==> config.mk <==
export PLATFORM = sky130hd
export DESIGN_NAME = usb_tx_bit_stuffer
export DESIGN_NICKNAME = d
export VERILOG_FILES = /design/src/rtl/usb_tx_pkg.sv /design/src/rtl/usb_nrzi_encoder.sv /design/src/rtl/usb_tx_bit_stuffer.sv
export SDC_FILE = /design/constraint.sdc
export NUM_CORES = 1
export LEC_CHECK = 0
export CAP_MARGIN = 20
export CORE_MARGIN = 2
export CORE_UTILIZATION = 34
export CTS_CLUSTER_SIZE = 25
export DETAILED_ROUTE_END_ITERATION = 8
export PLACE_DENSITY_LB_ADDON = 0.2
export SLEW_MARGIN = 20
export SYNTH_ARGS = -nofsm -noshare
export SYNTH_HDL_FRONTEND = slang
export SYNTH_SLANG_ARGS = --single-unit
export TNS_END_PERCENT = 5
==> constraint.sdc <==
create_clock -name clk -period 1.42 [get_ports clk]
set_input_delay 0.284 -clock clk [delete_from_list [all_inputs] [get_ports clk]]
set_output_delay 0.284 -clock clk [all_outputs]
set_load 0.01 [all_outputs]
==> src/rtl/usb_tx_pkg.sv <==
// Shared types and constants for the USB transmit bit stuffer.
`timescale 1ns/1ps
package usb_tx_pkg;

  localparam int MAX_ONES_DEF = 6;

  // Line states as {dp, dm}
  localparam logic [1:0] LINE_J   = 2'b10;
  localparam logic [1:0] LINE_K   = 2'b01;
  localparam logic [1:0] LINE_SE0 = 2'b00;

  typedef enum logic [2:0] {
    ST_IDLE,
    ST_DATA,
    ST_STUFF,
    ST_SE0_1,
    ST_SE0_2,
    ST_J_EOP
  } tx_stuff_state_t;

endpackage

==> src/rtl/usb_nrzi_encoder.sv <==
// Registered NRZI line driver: a 0 toggles the level, a 1 holds it.
// force_j also restores the idle level so the next packet starts from J.
`timescale 1ns/1ps
module usb_nrzi_encoder
  import usb_tx_pkg::*;
(
  input  logic clk,
  input  logic n_rst,
  input  logic i_tick,
  input  logic i_encode,
  input  logic i_bit,
  input  logic i_force_j,
  input  logic i_force_se0,
  output logic dp_out,
  output logic dm_out
);

  logic       r_level;
  logic [1:0] r_line;
  logic       w_next_level;

  assign w_next_level = i_bit ? r_level : ~r_level;

  always_ff @(posedge clk or negedge n_rst) begin
    if (!n_rst) begin
      r_level <= 1'b1;
      r_line  <= LINE_J;
    end else if (i_tick) begin
      if (i_force_j) begin
        r_level <= 1'b1;
        r_line  <= LINE_J;
      end else if (i_force_se0) begin
        r_line <= LINE_SE0;
      end else if (i_encode) begin
        r_level <= w_next_level;
        r_line  <= w_next_level ? LINE_J : LINE_K;
      end
    end
  end

  assign dp_out = r_line[1];
  assign dm_out = r_line[0];

endmodule

==> src/rtl/usb_tx_bit_stuffer.sv <==
// USB transmit bit stuffer: inserts a 0 after MAX_ONES consecutive 1s,
// NRZI-encodes the stream and appends SE0,SE0,J on end-of-packet request.
`timescale 1ns/1ps
module usb_tx_bit_stuffer
  import usb_tx_pkg::*;
#(
  parameter int MAX_ONES = MAX_ONES_DEF,
  parameter int CNT_W    = 3
) (
  input  logic clk,
  input  logic n_rst,
  input  logic bit_tick,
  input  logic bit_in,
  input  logic bit_valid,
  input  logic eop_req,
  output logic bit_taken,
  output logic dp_out,
  output logic dm_out,
  output logic tx_busy,
  output logic stuffing,
  output logic eop_done,
  output logic underrun
);

  tx_stuff_state_t r_state, w_state_next;
  logic [CNT_W-1:0] r_ones_cnt, w_cnt_next, w_cnt_take;
  logic r_bit_taken, r_eop_done, r_underrun;
  logic w_take, w_encode, w_enc_bit, w_force_j, w_force_se0, w_eop_done, w_underrun;

  // Count the incoming bit would produce if consumed this tick
  assign w_cnt_take = bit_in ? (r_ones_cnt + CNT_W'(1)) : '0;

  always_ff @(posedge clk or negedge n_rst) begin
    if (!n_rst) begin
      r_state    <= ST_IDLE;
      r_ones_cnt <= '0;
    end else if (bit_tick) begin
      r_state    <= w_state_next;
      r_ones_cnt <= w_cnt_next;
    end
  end

  always_comb begin
    w_state_next = r_state;
    case (r_state)
      ST_IDLE, ST_DATA: begin
        if (bit_valid)
          w_state_next = (w_cnt_take == CNT_W'(MAX_ONES)) ? ST_STUFF : ST_DATA;
        else if (eop_req)
          w_state_next = ST_SE0_1;
      end
      ST_STUFF: w_state_next = ST_DATA;
      ST_SE0_1: w_state_next = ST_SE0_2;
      ST_SE0_2: w_state_next = ST_J_EOP;
      ST_J_EOP: w_state_next = ST_IDLE;
      default:  w_state_next = ST_IDLE;
    endcase
  end

  always_comb begin
    w_take      = 1'b0;
    w_encode    = 1'b0;
    w_enc_bit   = 1'b0;
    w_force_j   = 1'b0;
    w_force_se0 = 1'b0;
    w_eop_done  = 1'b0;
    w_underrun  = 1'b0;
    w_cnt_next  = r_ones_cnt;
    case (r_state)
      ST_IDLE, ST_DATA: begin
        if (bit_valid) begin
          w_take     = 1'b1;
          w_encode   = 1'b1;
          w_enc_bit  = bit_in;
          w_cnt_next = w_cnt_take;
        end else if (eop_req) begin
          w_force_se0 = 1'b1;
        end else if (r_state == ST_DATA) begin
          w_underrun = 1'b1;
        end
      end
      ST_STUFF: begin
        w_encode   = 1'b1;
        w_cnt_next = '0;
      end
      ST_SE0_1: w_force_se0 = 1'b1;
      ST_SE0_2: w_force_j   = 1'b1;
      ST_J_EOP: begin
        w_force_j  = 1'b1;
        w_eop_done = 1'b1;
        w_cnt_next = '0;
      end
      default: w_cnt_next = '0;
    endcase
  end

  always_ff @(posedge clk or negedge n_rst) begin
    if (!n_rst) begin
      r_bit_taken <= 1'b0;
      r_eop_done  <= 1'b0;
      r_underrun  <= 1'b0;
    end else begin
      r_bit_taken <= bit_tick & w_take;
      r_eop_done  <= bit_tick & w_eop_done;
      r_underrun  <= bit_tick & w_underrun;
    end
  end

  usb_nrzi_encoder u_nrzi (
    .clk         (clk),
    .n_rst       (n_rst),
    .i_tick      (bit_tick),
    .i_encode    (w_encode),
    .i_bit       (w_enc_bit),
    .i_force_j   (w_force_j),
    .i_force_se0 (w_force_se0),
    .dp_out      (dp_out),
    .dm_out      (dm_out)
  );

  assign bit_taken = r_bit_taken;
  assign eop_done  = r_eop_done;
  assign underrun  = r_underrun;
  assign tx_busy   = (r_state != ST_IDLE);
  assign stuffing  = (r_state == ST_STUFF);

endmodule
==> impl_metrics.py <==
metrics = {
    "power_and_ir_drop": {
        "power_mw": 1.53,
        "peakVddDrop_mv": 0.659,
        "power_leakage_nw": 0.501,
        "power.density_mw_per_mm2": 1470,
    },
    "floorplan": {
        "core-area_mm2": 0.00215,
        "dieArea_mm2": 0.00260,
        "rows": 17,
        "die_x_um": 51.0,
        "start_util": 0.349,
        "ioPinCount": 13,
        "die_y_um": 51.0,
    },
    "place": {
        "placedInstanceArea_um2": 963,
        "dp_hpwl_um": 1230,
        "numPortBuffers": 12,
        "gp_congestion": 0.695,
    },
    "timing": {
        "fmaxAchievable_mhz": 661,
        "tightest_slew_ns": 0.281,
        "fin_tns_setup_ns": -0.414,
        "setup_slack_ns": -0.0930,
        "rsz0062_at_grt": "yes",
        "fin_crit_ns": 1.51,
        "setup_viol_count_final": 6,
        "hold_viol": 0,
        "slew_violations": 0,
        "slew_headroom": 0.807,
        "clock_skew_ns": 0.000772,
        "finalCritPeriodShare": 1.07,
        "timing.hold.ws_ns": 0.318,
    },
    "worst_setup_path": {
        "cp_max_fo": 4,
        "crit_path_start_kind": "register",
        "reg2reg_to": "r_state[0]$_DFFE_PN0P_",
        "required_ns": 1.62,
        "r2r-start": "r_state[2]$_DFFE_PN0P_",
        "worst_setup_path_end_kind": "register",
        "reg2regPathDepth": 5,
        "critPathArrivalTime_ns": 1.71,
        "r2r_slack_ns": -0.09,
        "critical_path_class": "reg2reg",
    },
    "global_route": {
        "track_usage": 0.154,
        "grt_pass1_vias": 657,
        "antenna_found_initial": 0,
        "grt_pass1_wl_um": 2950,
        "grt-ovfl-total": 0,
        "grt_max_degree": 13,
    },
    "synthesis": {
        "yosys_warnings": 0,
        "synth_cell_types": 37,
        "avgSynthCellArea_um2": 9.38,
        "syn_inst": 80,
        "synth_edf_count": 0,
        "synth_ff_type": "dfrtp_1",
        "yosysSeqAreaShare": 0.403,
        "synth_seq_cells": 12,
        "syn_area_um2": 751,
        "syn-num-nets": 87,
        "async_flop_share": 1.00,
    },
    "final_layout": {
        "antenna_cells": 0,
        "final_cell_mix": "11 x buf_4, 10 x dfrtp_1, 6 x inv_1",
        "area_growth_pct": 37.8,
        "layout-drive-gt1-share": 0.279,
        "fin_nets": 113,
        "mostFrequentLayoutCell": "buf_4",
        "design_area_mm2": 0.00103,
    },
    "drt": {
        "drt_iter0_drc": 12,
        "vias_per_cell": 5.16,
        "route.met2.wl_um": 862,
        "top_layer_used": "met4",
        "wirelength_met1_um": 851,
        "ant_nets": 0,
        "drtPass1Iterations": 3,
        "wl_per_cell_um": 13.4,
        "wl_um": 1780,
        "wl_met3_um": 53,
        "vias": 681,
        "drc": 0,
    },
    "cts": {
        "cts_made_buffers": 3,
        "clock_path_buffers": 2,
        "clk_pin_slew_worst_paths_ns": 0.08,
        "cts.sinks": 12,
        "htreeDepth": 1,
        "clock_latency_ns": 0.26,
        "root_buffer": "clkbuf_4",
        "cts_tree": "done",
    },
    "outcome": {
        "status": "finished with violations",
        "failed_checks": "setup timing",
    },
    "worst_hold_path": {
        "hold_class": "in2async",
    },
    "run": {
        "cap_violations": 0,
    },
}
layer usage:
metal | vias to the layer above | GRT usage
met1 | 328 | 0.201
met4 | 0 | 0.0541
met2 | 10 | 0.253
met5 | - | 0
li1 | 341 | -
met3 | 2 | 0.0263
state kept, by name (all words and copies together), names as in the netlist:
| signal | count |
|---|---|
| eop_done | 1 |
| u_nrzi.r_line | 2 |
| u_nrzi.r_level | 1 |
| r_ones_cnt | 3 |
| underrun | 1 |
| r_state | 3 |
| bit_taken | 1 |
cells by family (layout without fill, tap and decap cells):
kind of cell	after synthesis	count (layout)	synth area share
AO/OA/AOI/OAI	24	24	0.218
XOR/XNOR	1	1	0.0117
adder cells (fa/ha/maj)	1	1	0.0167
buffers and inverters	11	35	0.0700
flip-flops	12	12	0.403
multiplexers	1	1	0.0133
AND/OR/NAND/NOR	30	30	0.267
worst max-delay path, cell delays in order (launching register included):
cell and delay, ns:
dfrtp_1 0.41, buf_6 0.13, buf_6 0.11, or4b_1 0.46, o2111ai_1 0.19, nand3b_1 0.14
what timing repair did:
item,CTS,global route
pin swaps,3,3
resized for setup,11,11
setup endpoints to repair,9,12
buffers inserted,1,2
hold buffers,0,0
area by class of cell:
type | instances | area, um^2
fill | 206 | 1110
multi-input combinational | 57 | 420
sequential | 12 | 303
timing repair buffer | 26 | 231
tap | 28 | 35.0
clock buffer | 3 | 22.5
inverter | 6 | 22.5
Yosys cell counts (all sizes together), types with 2 or more instances:
cell / count / share of area
o22ai: 2 / 0.017
dfstp: 2 / 0.070
o2111ai: 2 / 0.023
or3b: 2 / 0.023
o211ai: 5 / 0.050
nand4bb: 2 / 0.030
nand2: 4 / 0.020
nor2: 3 / 0.015
nor2b: 3 / 0.025
nand3: 2 / 0.013
nor3b: 2 / 0.020
inv: 6 / 0.030
a21oi: 3 / 0.020
buf: 4 / 0.035
o21ai: 7 / 0.047
nand2b: 3 / 0.025
dfrtp: 10 / 0.33
through the flow:
stage,utilization,cells,setup slack [ns]
2_1_floorplan,-,80,0.132
3_5_place_dp,0.448,126,-0.312
3_3_place_gp,0.448,126,-0.270
5_1_grt,0.482,132,-0.149
6_report,0.482,132,-0.0930
4_1_cts,0.462,130,-0.157
report_power, final:
part | switching [mW] | total [mW] | leakage (nW) | internal [mW]
combinational | 0.363 | 0.756 | 0.337 | 0.394
sequential | 0.0871 | 0.560 | 0.150 | 0.472
clock | 0.112 | 0.210 | 0.0138 | 0.0979
worst max-delay path by stage:
stage / from / endpoint
final: r_state[2]$_DFFE_PN0P_ / r_state[0]$_DFFE_PN0P_
after global routing: r_state[2]$_DFFE_PN0P_ / r_ones_cnt[1]$_DFFE_PN0P_
after CTS: r_state[2]$_DFFE_PN0P_ / r_state[0]$_DFFE_PN0P_
after detailed placement: bit_valid / r_ones_cnt[0]$_DFFE_PN0P_
after global placement: eop_req / u_nrzi.r_line[0]$_DFFE_PN0P_
after floorplan: r_state[2]$_DFFE_PN0P_ / tx_busy
Note: power is estimated with default switching activity, not from simulation.
